===== config.mk =====
export PLATFORM = sky130hd
export DESIGN_NAME = qrange_nd_flat
export DESIGN_NICKNAME = d
export VERILOG_FILES = /design/src/rtl/qrange_nd_pkg.sv /design/src/rtl/qrange_nd_if.sv /design/src/rtl/qrange_nd_dim.sv /design/src/rtl/qrange_nd.sv /design/src/flat_wrapper.sv
export SDC_FILE = /design/constraint.sdc
export NUM_CORES = 1
export LEC_CHECK = 0
export ABC_AREA = 1
export CAP_MARGIN = 20
export CORE_MARGIN = 3
export CORE_UTILIZATION = 25
export CTS_BUF_LIST = sky130_fd_sc_hd__clkbuf_16
export DETAILED_ROUTE_END_ITERATION = 12
export PLACE_DENSITY = 0.49
export SLEW_MARGIN = 30
export SYNTH_ARGS = -nofsm -noshare
export SYNTH_HDL_FRONTEND = slang
export SYNTH_HIERARCHICAL = 1
export SYNTH_SLANG_ARGS = --single-unit

===== constraint.sdc =====
create_clock -name clk -period 4.71 [get_ports clk]
set_input_delay 0.942 -clock clk [delete_from_list [all_inputs] [get_ports clk]]
set_output_delay 0.942 -clock clk [all_outputs]
set_load 0.02 [all_outputs]

===== src/rtl/qrange_nd_pkg.sv =====
// Shared types and per-dimension compare helpers for the nested range generator.
// Fields are carried internally in a widened signed form so that one set of
// signed comparisons covers both signed and unsigned operation without wrap.
package qrange_nd_pkg;

  localparam int W_MAX   = 16;          // widest supported field width
  localparam int DIM_MAX = 4;           // deepest supported nesting
  localparam int XW      = W_MAX + 2;   // room for W+1 arithmetic plus a sign

  typedef logic signed [XW-1:0] ext_t;

  typedef struct packed {
    ext_t incr;
    ext_t stop;
    ext_t start;
  } dim_cfg_t;

  typedef dim_cfg_t [DIM_MAX-1:0] cfg_t;

  // Widen a w-bit field: sign-extend when sgn, zero-extend otherwise.
  function automatic ext_t ext_field(input logic [W_MAX-1:0] raw,
                                     input int unsigned      w,
                                     input logic             sgn);
    logic [XW-1:0]    hi_mask;
    logic [W_MAX-1:0] top;
    ext_t             r;
    hi_mask = {XW{1'b1}} << w;
    top     = raw >> (w - 1);
    r       = ext_t'({{(XW-W_MAX){1'b0}}, raw}) & ~hi_mask;
    if (sgn && top[0]) begin
      r = r | hi_mask;
    end else begin
      r = r;
    end
    return r;
  endfunction

  // True when the value after this step would leave the range.
  function automatic logic dim_last(input ext_t nxt, input ext_t stop,
                                    input ext_t incr, input logic incl);
    logic r;
    if (incr == {XW{1'b0}}) begin
      r = 1'b1;
    end else if (!incr[XW-1]) begin
      r = incl ? (nxt > stop) : (nxt >= stop);
    end else begin
      r = incl ? (nxt < stop) : (nxt <= stop);
    end
    return r;
  endfunction

  // True when start is already outside the range in the incr direction.
  function automatic logic dim_empty(input ext_t start, input ext_t stop,
                                     input ext_t incr, input logic incl);
    logic r;
    if (!incr[XW-1]) begin
      r = incl ? (start > stop) : (start >= stop);
    end else begin
      r = incl ? (start < stop) : (start <= stop);
    end
    return r;
  endfunction

endpackage


===== src/rtl/qrange_nd_if.sv =====
// Valid/ready transfer bundle used for both the cfg input and the dout output.
interface qrange_nd_if #(parameter int WD = 1);
  logic          valid;
  logic          ready;
  logic [WD-1:0] data;

  modport master (output valid, output data, input ready);
  modport slave  (input valid, input data, output ready);
endinterface


===== src/rtl/qrange_nd_dim.sv =====
// One dimension of the sweep: current value register, next/last/empty decode
// and the load/step/hold/clear selection driven by the top-level encoder.
module qrange_dim
  import qrange_nd_pkg::*;
#(
  parameter int W         = 16,   // must not exceed W_MAX
  parameter bit SIGNED    = 1'b0,
  parameter bit INCLUSIVE = 1'b0
) (
  input  logic         clk,
  input  logic         rst,
  input  logic [W-1:0] start_i,
  input  logic [W-1:0] stop_i,
  input  logic [W-1:0] incr_i,
  input  logic         started_i,
  input  logic         step_i,
  input  logic         load_i,
  input  logic         clear_i,
  output logic [W-1:0] val_o,
  output logic         last_o,
  output logic         empty_o
);

  dim_cfg_t     dcfg_s;
  ext_t         val_x_s;
  ext_t         nxt_x_s;
  logic [W-1:0] val_s;
  logic [W-1:0] cur_q;
  logic [W-1:0] cur_d;

  assign dcfg_s.start = ext_field(W_MAX'(start_i), W, SIGNED);
  assign dcfg_s.stop  = ext_field(W_MAX'(stop_i),  W, SIGNED);
  assign dcfg_s.incr  = ext_field(W_MAX'(incr_i),  W, SIGNED);

  assign val_s   = started_i ? cur_q : start_i;
  assign val_x_s = ext_field(W_MAX'(val_s), W, SIGNED);
  assign nxt_x_s = val_x_s + dcfg_s.incr;

  assign val_o   = val_s;
  assign last_o  = dim_last(nxt_x_s, dcfg_s.stop, dcfg_s.incr, INCLUSIVE);
  assign empty_o = dim_empty(dcfg_s.start, dcfg_s.stop, dcfg_s.incr, INCLUSIVE);

  // Next value: clear after the sweep, step, rewind to start, else keep the
  // presented value (which captures start for outer dims on the first beat).
  always_comb begin
    cur_d = val_s;
    if (clear_i) begin
      cur_d = {W{1'b0}};
    end else if (step_i) begin
      cur_d = nxt_x_s[W-1:0];
    end else if (load_i) begin
      cur_d = start_i;
    end else begin
      cur_d = val_s;
    end
  end

  // Current value register.
  always_ff @(posedge clk) begin
    if (rst) begin
      cur_q <= {W{1'b0}};
    end else begin
      cur_q <= cur_d;
    end
  end

endmodule


===== src/rtl/qrange_nd.sv =====
// Multi-dimensional range generator: sweeps the cartesian product of DIM
// ranges from one cfg transaction, innermost dimension first, zero latency.
module qrange_nd
  import qrange_nd_pkg::*;
#(
  parameter int DIM       = 2,
  parameter int W         = 16,
  parameter bit SIGNED    = 1'b0,
  parameter bit INCLUSIVE = 1'b0
) (
  input logic        clk,
  input logic        rst,
  qrange_nd_if.slave  cfg,
  qrange_nd_if.master dout
);

  logic [DIM-1:0]        last_s;
  logic [DIM-1:0]        empty_s;
  logic [DIM-1:0]        eot_s;
  logic [DIM-1:0]        step_s;
  logic [DIM-1:0]        load_s;
  logic [DIM-1:0][W-1:0] val_s;
  logic                  any_empty_s;
  logic                  hs_s;
  logic                  done_s;
  logic                  started_q;
  logic                  started_d;

  for (genvar d = 0; d < DIM; d++) begin : g_dim
    qrange_dim #(.W(W), .SIGNED(SIGNED), .INCLUSIVE(INCLUSIVE)) u_dim (
      .clk       (clk),
      .rst       (rst),
      .start_i   (cfg.data[3*W*d +: W]),
      .stop_i    (cfg.data[3*W*d + W +: W]),
      .incr_i    (cfg.data[3*W*d + 2*W +: W]),
      .started_i (started_q),
      .step_i    (step_s[d]),
      .load_i    (load_s[d]),
      .clear_i   (done_s),
      .val_o     (val_s[d]),
      .last_o    (last_s[d]),
      .empty_o   (empty_s[d])
    );
  end

  assign any_empty_s = |empty_s;
  assign dout.valid  = cfg.valid & ~any_empty_s;
  assign dout.data   = {eot_s, val_s};
  assign hs_s        = dout.valid & dout.ready;
  assign done_s      = hs_s & eot_s[DIM-1];
  assign cfg.ready   = ~rst & (done_s | (cfg.valid & any_empty_s));

  // End-of-transfer chain: eot[d] is the AND of last[0..d].
  always_comb begin
    logic run_v;
    run_v = 1'b1;
    eot_s = {DIM{1'b0}};
    for (int d = 0; d < DIM; d++) begin
      run_v    = run_v & last_s[d];
      eot_s[d] = run_v;
    end
  end

  // Lowest non-last dimension steps; every dimension below it rewinds.
  always_comb begin
    logic below_v;
    below_v = 1'b1;
    step_s  = {DIM{1'b0}};
    load_s  = {DIM{1'b0}};
    for (int d = 0; d < DIM; d++) begin
      step_s[d] = hs_s & below_v & ~last_s[d];
      load_s[d] = hs_s & eot_s[d] & ~eot_s[DIM-1];
      below_v   = eot_s[d];
    end
  end

  // Started flag: set by any beat, cleared by the final beat.
  always_comb begin
    started_d = started_q;
    if (done_s) begin
      started_d = 1'b0;
    end else if (hs_s) begin
      started_d = 1'b1;
    end else begin
      started_d = started_q;
    end
  end

  // Started flag register.
  always_ff @(posedge clk) begin
    if (rst) begin
      started_q <= 1'b0;
    end else begin
      started_q <= started_d;
    end
  end

endmodule


===== src/flat_wrapper.sv =====
// flat-port wrapper written by rule: the top's interface ports become plain ports
module qrange_nd_flat import qrange_nd_pkg::*;
#(
  parameter int DIM       = 2,
  parameter int W         = 16,
  parameter bit SIGNED    = 1'b0,
  parameter bit INCLUSIVE = 1'b0
)
  (clk, rst, cfg_valid, cfg_data, cfg_ready, dout_valid, dout_data, dout_ready);
  qrange_nd_if #(.WD(96)) cfg_i ();
  qrange_nd_if #(.WD(34)) dout_i ();
  input logic clk;
  input logic rst;
  input wire logic [$bits(cfg_i.valid)-1:0] cfg_valid;
  input wire logic [$bits(cfg_i.data)-1:0] cfg_data;
  output wire logic [$bits(cfg_i.ready)-1:0] cfg_ready;
  output wire logic [$bits(dout_i.valid)-1:0] dout_valid;
  output wire logic [$bits(dout_i.data)-1:0] dout_data;
  input wire logic [$bits(dout_i.ready)-1:0] dout_ready;
  assign cfg_i.valid = cfg_valid;
  assign cfg_i.data = cfg_data;
  assign cfg_ready = cfg_i.ready;
  assign dout_valid = dout_i.valid;
  assign dout_data = dout_i.data;
  assign dout_i.ready = dout_ready;
  qrange_nd #(.DIM(DIM), .W(W), .SIGNED(SIGNED), .INCLUSIVE(INCLUSIVE)) u_core (.clk(clk), .rst(rst), .cfg(cfg_i), .dout(dout_i));
endmodule

==> results of run 1 <==
==> metal layers <==
| metal | GRT usage, % | up-vias |
|---|---|---|
| met2 | 34.7 | 214 |
| met1 | 25.6 | 3515 |
| met4 | 6.06 | 0 |
| met3 | 2.95 | 47 |
| li1 | - | 3905 |
| met5 | 0 | - |
==> what timing repair did <==
action                                  CTS  global route
cloned                                    0             0
gates resized for setup                 229           164
endpoints found under the setup margin   11            15
buffers inserted                         90            18
pin swaps                               101            98
endpoints found under the hold margin     0             0
==> through the flow <==
stage / hold slack [ps] / TNS, ps / worst slack, ps / area (sq um)
detailed placement: 732 / -10670 / -1080 / 8950
CTS: 697 / -354 / -197 / 10500
global placement: 716 / -10760 / -1050 / 8950
finish: 697 / -281 / -161 / 11100
global route: 769 / -972 / -396 / 11100
floorplan: 518 / -0.699 / -0.699 / 5750
==> power by group <==
group	switching, uW	internal, uW	leakage, uW
sequential	8.96	311	0.000275
combinational	911	975	0.00525
clock	157	193	0.0000748
==> cell usage in the layout (no fill, tap or decap), types with 13 or more instances in the layout <==
cell / n
a21oi_1: 80
a21oi_2: 15
buf_4: 284
buf_6: 19
clkbuf_2: 13
clkdlybuf4s50_1: 78
dfxtp_1: 32
dlygate4sd2_1: 19
ha_1: 59
ha_4: 37
inv_1: 127
inv_2: 30
nand2_1: 199
nand2_2: 47
nand2_4: 16
nand3_1: 40
nand3_2: 18
nand4_1: 13
nor2_1: 42
o21ai_0: 32
o21ai_4: 21
==> logic make-up after synthesis <==
logic type	after synthesis	share of synthesized area (%)
buffers and inverters	177	12.3
xor gates and xnor gates	12	2.43
muxes	6	1.13
adders and majority gates	98	22.3
and+or+nand+nor	423	32.6
DFF	33	11.9
AOI/OAI and AO/OA	182	17.3
other	1	0.0674
==> state kept, by name, summed over array words and instances (netlist names) <==
name,cells
u_core/started_q,1
u_core/g_dim.u_dim/cur_q,32
==> path summary, 6_finish.rpt <==
check | endpoint | from | cells after the start
hold reg to reg | u_core/g_dim[1].u_dim/cur_q[3]$_SDFF_PP0_ | u_core/g_dim[1].u_dim/cur_q[3]$_SDFF_PP0_ | 6
hold / removal | u_core/g_dim[1].u_dim/cur_q[3]$_SDFF_PP0_ | u_core/g_dim[1].u_dim/cur_q[3]$_SDFF_PP0_ | 6
setup / recovery | cfg_ready | cfg_data[48] | 27
setup reg to reg | u_core/g_dim[1].u_dim/cur_q[13]$_SDFF_PP0_ | u_core/started_q$_SDFFE_PP0N_ | 36
==> worst max-delay path, cell delays in order <==
cell      delay (ps)
buf_6            100
inv_4             50
o21ai_4           60
ha_4             170
fa_2             340
nand3_2           70
nand3_2           80
buf_6            140
nand2_4           50
nand2_4           70
nand3_4          100
nand3_2           90
nand2_2          110
inv_2             50
ha_4             260
nand2_1           60
inv_1             60
and3_4           160
nand4_1          110
o211ai_1         140
nor2_1            90
nand2_2           90
nand2_2           60
inv_2             50
nand4_1          120
a21oi_2          170
buf_6            130
==> cell type report <==
class,count,area share (%)
clock buffer,5,1.12
clock inverter,3,0.123
inverter,158,5.37
multi-input combinational,728,50.5
sequential,33,5.94
tap,275,3.09
timing repair buffer,443,33.8
==> out/qor.csv, run 1 <==
metric,value,unit
wl_met3,1200,um
yosysWarnings,6,
drtIter0Drc,383,
synth_area_leaders,"ha_1 22%, nand2_1 17%, dfxtp_1 12%",
die_h,155,um
grt_antenna_before_repair,0,
synth_common_cells,"253 x nand2_1, 158 x inv_1, 100 x a21oi_1, 96 x ha_1, 60 x nor2_1",
worst_setup_path_end_kind,primary output,
start_kind,primary input,
reg2reg_slack,30,ps
core,21400,sq um
clock-sinks,33,
ys_seq_elements,33,
maxCapViolCount,0,
worstPathArrival,3930,ps
insertion_delay,300,ps
cp.required,3770,ps
row_count,53,
worst_slack,-161,ps
grt_max_degree,20,
syn_to_final_growth,100,%
vias,7681,
synth_cell_type_count,39,
top_layer_used,met4,
synth_edf_count,0,
yosysSeqAreaShare,11.9,%
wire_per_inst,15.5,um
critPathKind,in -> out,
port_buffers,135,
period_share,103,%
failed_checks,setup timing,
wl,25500,um
synth.largest_area_cell,ha_1,
die_w,155,um
firstDrtPassIters,5,
start_util,26.0,%
synth_ff_type,dfxtp_1,
cts_hold_buffers,0,
rsz0062_at_grt,true,
power_leakage,0.00560,uW
nets,1567,
cts_tree,yes,
drc_errors,0,
track_usage,20.0,%
avgViaCountPerCell,4.67,
fin_cells,1645,
ios,136,
clk_pin_slew,60,ps
drv_slew,0,
min_path_type,reg -> reg,
post-synth-top-count-cell,nand2_1,
path_max_fanout,2,
cts_made_buffers,5,
diodes,0,
dieArea,24100,sq um
clockBufferDepth,2,
outcome,finished with violations,
finalSetupViolations,3,
synth_area,5560,sq um
hold_viol,0,
grt_overflow,0,
syn_inst,932,
finish.utilization,52.0,%
p_total,2560,uW
vdd_ir_drop_max,0.000134,V
drive_above_1_share,42.6,%
power_density,229,nW/um^2
dpl.hpwl,19500,um
grt_pass1_wl,38500,um
synth_top_area_share,21.6,%
register_area,662,sq um
ant_nets,0,
multi_input_area,5630,sq um
fin_skew,9.73,ps
avgSynthCellArea,5.97,sq um
place_congestion,0.860,
async_reset_ff_share,0,%
drt-met1-wl,11200,um
place_inst,1529,
wl_met2,12300,um
root_buffer,clkbuf_16,
grt_pass1_vias,7642,
min_period,4870,ps
cts.htree.levels,2,
max_clock_freq,205,MHz
n_fill_cell,2061,
No activity file was read; power rests on OpenSTA's default activity.
==> run 2, diff against run 1 <==
Settings changed: PLACE_DENSITY 0.49 to 0.47.
Clock period 4.71 ns to 5.6 ns, I/O delays scaled along.
==> out/qor.csv, run 2 (same netlist as run 1, synthesis figures left out) <==
metric,value,unit
outcome,completed,
crit_buf_inv,26,
final_cell_mix,"243 x buf_4, 221 x nand2_1, 137 x inv_1",
power_frac_comb,71.0,%
clockBufferDepth,2,
grt_pass1_vias,6928,
pwr-share-clk,15.0,%
largest_reg_flops,32,
cts_made_buffers,5,
grt_max_degree,26,
diodes,0,
cp.required,5790,ps
cts_hold_buffers,0,
slowest_stage,clkdlybuf4s50_1,
reg_top3,"u_core/g_dim.u_dim/cur_q x32, u_core/started_q x1",
clk_pin_slew,60,ps
port_buffers,135,
vdd_ir_drop_max,0.000122,V
rr_worst_depth,38,
cts.htree.levels,2,
start_kind,primary input,
ios,136,
track_usage,18.8,%
avgViaCountPerCell,4.55,
period_share,97.7,%
power_leakage,0.00523,uW
path_max_fanout,5,
switching_share,42.5,%
hold_path_depth,6,
final_common_cell,buf_4,
cpMostUsedCell,buf_4,
internal-power,1110,uW
hold_viol,0,
root_buffer,clkbuf_16,
drtIter0Drc,347,
die_w,155,um
r2r_start,u_core/started_q$_SDFFE_PP0N_,
row_count,53,
fin_cells,1582,
maxCapViolCount,0,
core,21400,sq um
drc_errors,0,
reg2reg_slack,320,ps
start_util,26.0,%
finalSetupViolations,0,
p_switching,819,uW
drv_slew,0,
min_period,5470,ps
ant_nets,0,
setup-tns-final,0,ps
pwr-share-seq,14.1,%
worst_setup_path_end_kind,flop,
wl,24400,um
insertion_delay,300,ps
worst_hold_path.endpoint,u_core/g_dim[1].u_dim/cur_q[3]$_SDFF_PP0_,
drive_above_1_share,34.4,%
min_from,u_core/g_dim[1].u_dim/cur_q[3]$_SDFF_PP0_,
reg2reg_to,u_core/g_dim[1].u_dim/cur_q[11]$_SDFF_PP0_,
firstDrtPassIters,5,
place_congestion,0.889,
wire_per_inst,15.4,um
max_clock_freq,183,MHz
nets,1504,
cpPeakStageDelay,560,ps
dpl.hpwl,19300,um
clock-sinks,33,
cts_tree,yes,
fin_skew,8.25,ps
die_h,155,um
grt_pass1_wl,36100,um
top_register,u_core/g_dim.u_dim/cur_q,
pre_cts_ws,-511,ps
dieArea,24100,sq um
power_density,189,nW/um^2
cp_top_family,buffers and inverters,
syn_to_final_growth,83.3,%
worstPathArrival,5660,ps
critPathKind,in -> reg,
vias,7193,
n_fill_cell,2200,
worst_slack,127,ps
grt_overflow,0,
min_path_type,reg -> reg,
grt_antenna_before_repair,2,
place_inst,1505,
-- run 2: cell types whose count changed in the layout (fill, tap and decap cells not counted), moves of 12 or more --
cell             change
nand2_1             +22
buf_6               -16
clkdlybuf4s50_1     +26
clkbuf_2            -12
buf_4               -41
nand2_2             -17
o21ai_4             -12
-- run 2: per-stage QoR --
stage          utilization [%]  hold slack, ps  power, uW  instance area (sq um)
3_5_place_dp              39.8             709       1360                   8530
6_report                  47.6             682       1920                  10200
2_1_floorplan                -             518        839                   5590
3_3_place_gp              39.8             706       1360                   8530
4_1_cts                   43.5             677       1770                   9310
5_1_grt                   47.6             729       2070                  10200
-- run 2: per-layer routing --
metal / up-vias / part of all wire, % / track usage [%]
li1: 3786 / - / -
met1: 3209 / 47 / 26.3
met2: 157 / 46 / 30.0
met3: 37 / 4.6 / 2.98
met4: 4 / 2.1 / 5.26
met5: - / 0.11 / 0
-- run 2: how the worst max path moves through the flow --
stage	startpoint	to	slack, ps	depth (start not counted)
after global placement	cfg_data[0]	dout_data[33]	-470	25
after CTS	cfg_data[11]	cfg_ready	0.6	25
after detailed placement	cfg_data[0]	dout_data[33]	-510	25
after floorplan	cfg_data[1]	cfg_ready	60	24
final	cfg_data[82]	u_core/g_dim[1].u_dim/cur_q[11]$_SDFF_PP0_	130	33
after global routing	cfg_data[9]	cfg_ready	-20	26
-- run 2: power groups by stage --
| stage | Sequential [uW] | Combinational, uW | Clock, uW |
|---|---|---|---|
| 6_report | 271 | 1370 | 288 |
| 5_1_grt | 274 | 1500 | 303 |
| 4_1_cts | 271 | 1200 | 297 |
| 3_5_place_dp | 275 | 1080 | 0 |
| 3_3_place_gp | 275 | 1080 | 0 |
| 2_1_floorplan | 271 | 568 | 0 |
-- run 2: final cells by class --
type / instances / area [sq um] / area share, %
Tap cell: 275 / 344 / 3.38
Timing Repair Buffer: 380 / 3240 / 31.8
Multi-Input combinational cell: 728 / 5210 / 51.1
Sequential cell: 33 / 664 / 6.52
Clock inverter: 3 / 12.5 / 0.123
Clock buffer: 5 / 125 / 1.23
Inverter: 158 / 593 / 5.82
-- run 2: worst min-delay path, stage by stage (launching register included) --
cell,delay (ps)
dfxtp_1,300
inv_1,40
nand2_1,50
o21ai_2,70
nand2_1,40
o21ai_0,70
a211oi_1,70
-- run 2: repair_timing --
item | 4_1_cts | 5_1_grt
setup endpoints to repair | 3 | 35
pin swaps | 28 | 64
setup buffers | 54 | 15
gates resized for setup | 82 | 171
==> run 3, diff against run 2 <==
Settings changed: CORE_MARGIN 3 to 2.
==> out/qor.csv, run 3 (same netlist as run 1, synthesis figures left out) <==
metric,value,unit
clock-sinks,33,
cts_hold_buffers,0,
reg_top3,"u_core/g_dim.u_dim/cur_q x32, u_core/started_q x1",
ant_nets,0,
register_area,662,sq um
setup-tns-final,0,ps
nets,1463,
cts_tree,yes,
r2r_start,u_core/started_q$_SDFFE_PP0N_,
die_w,153,um
reg2reg_to,u_core/g_dim[0].u_dim/cur_q[6]$_SDFF_PP0_,
largest_reg_flops,32,
period_share,96.4,%
ios,136,
vias,6982,
grt_pass1_wl,35200,um
place_congestion,0.881,
grt_max_degree,26,
power_density,188,nW/um^2
cts.htree.levels,2,
maxCapViolCount,0,
worstPathArrival,4280,ps
reg2reg_slack,620,ps
finish.utilization,44.6,%
core,21800,sq um
fin_cells,1545,
finalSetupViolations,0,
startpoint,cfg_data[7],
cp.required,4480,ps
critPathCapture,cfg_ready,
die_h,153,um
grt_pass1_vias,6669,
min_path_type,reg -> reg,
final_common_cell,nand2_1,
drc_errors,0,
critPathKind,in -> out,
cts_made_buffers,5,
grt_antenna_before_repair,0,
hold_viol,0,
track_usage,19.0,%
dpl.hpwl,19000,um
path_max_fanout,3,
slew_headroom,59.2,%
drive_above_1_share,30.2,%
rr_worst_depth,38,
fin_skew,5.51,ps
power_leakage,0.00501,uW
diodes,0,
outcome,completed,
vdd_ir_drop_max,0.000101,V
clockBufferDepth,2,
p_total,1820,uW
row_count,54,
worst_setup_path_end_kind,primary output,
drv_slew,0,
worst_slew_pin_slew,607,ps
min_period,5400,ps
n_fill_cell,2299,
top_register,u_core/g_dim.u_dim/cur_q,
clk_pin_slew,60,ps
max_clock_freq,185,MHz
place_inst,1512,
drtIter0Drc,328,
multi_input_area,5000,sq um
dieArea,23500,sq um
firstDrtPassIters,5,
wl,23200,um
root_buffer,clkbuf_16,
wire_per_inst,15.0,um
start_kind,primary input,
grt_overflow,0,
avgViaCountPerCell,4.52,
final_cell_mix,"223 x nand2_1, 200 x buf_4, 139 x inv_1",
port_buffers,135,
start_util,25.5,%
syn_to_final_growth,74.9,%
insertion_delay,300,ps
[run 3: repair_timing]
action | 4_1_cts | 5_1_grt
buffers inserted | 12 | 14
pin swaps | 18 | 68
endpoints found under the setup margin | 3 | 35
resized for setup | 57 | 161
[run 3: worst min-delay path by stage]
stage	start	to	slack, ps	depth (start not counted)
floorplan	u_core/started_q$_SDFFE_PP0N_	u_core/started_q$_SDFFE_PP0N_	520	4
global placement	u_core/g_dim[1].u_dim/cur_q[3]$_SDFF_PP0_	u_core/g_dim[1].u_dim/cur_q[3]$_SDFF_PP0_	700	6
detailed placement	u_core/g_dim[1].u_dim/cur_q[0]$_SDFF_PP0_	u_core/g_dim[1].u_dim/cur_q[0]$_SDFF_PP0_	710	5
CTS	u_core/g_dim[0].u_dim/cur_q[3]$_SDFF_PP0_	u_core/g_dim[0].u_dim/cur_q[3]$_SDFF_PP0_	710	6
global route	u_core/g_dim[0].u_dim/cur_q[0]$_SDFF_PP0_	u_core/g_dim[0].u_dim/cur_q[0]$_SDFF_PP0_	790	5
finish	u_core/g_dim[1].u_dim/cur_q[3]$_SDFF_PP0_	u_core/g_dim[1].u_dim/cur_q[3]$_SDFF_PP0_	690	6
[run 3: worst max-delay path, cell delays in order]
cell and delay [ps]:
dlygate4sd2_1 250, inv_1 80, o21ai_2 190, ha_4 240, buf_4 140, nand2_1 120, inv_1 70, nand2_1 70
nand3_1 80, a21oi_2 190, nand2_1 80, nand2_1 90, nand2_1 90, ha_1 300, nand2_1 60, inv_1 60
and3_1 140, nand4_1 80, o211ai_1 100, nor2_1 70, nand2_2 80, nand2_2 50, inv_2 70, nand4_1 130
a21oi_2 180, buf_6 140
[run 3: area by class of cell]
cell class / instances / area share (%)
Clock buffer: 5 / 1.29
Clock inverter: 2 / 0.0772
Timing Repair Buffer: 339 / 30.7
Tap cell: 280 / 3.60
Inverter: 158 / 6.10
Sequential cell: 33 / 6.80
Multi-Input combinational cell: 728 / 51.4
[run 3: layer usage]
layer	part of all wire [%]	vias up	wire length [um]	global-route usage (%)
met4	1.2	0	274	3.26
met5	0	-	0	0
met3	3.9	16	893	2.86
met1	49	3134	11400	26.2
met2	46	137	10600	31.8
li1	-	3695	-	-
[run 3: stage by stage]
stage / hold WS, ps / cell area (sq um) / setup WS (ps)
finish: 690 / 9730 / 200
global placement: 696 / 8580 / -738
CTS: 705 / 8960 / 3.30
global route: 786 / 9730 / -33.1
detailed placement: 714 / 8580 / -765
floorplan: 518 / 5590 / 56.3
[run 3: power by group]
part / total, uW / switching, uW / internal [uW] / leakage [uW]
Clock: 282 / 123 / 160 / 0.0000685
Sequential: 270 / 8.26 / 261 / 0.000275
Combinational: 1270 / 646 / 627 / 0.00466
Total: 1820 / 777 / 1050 / 0.00501
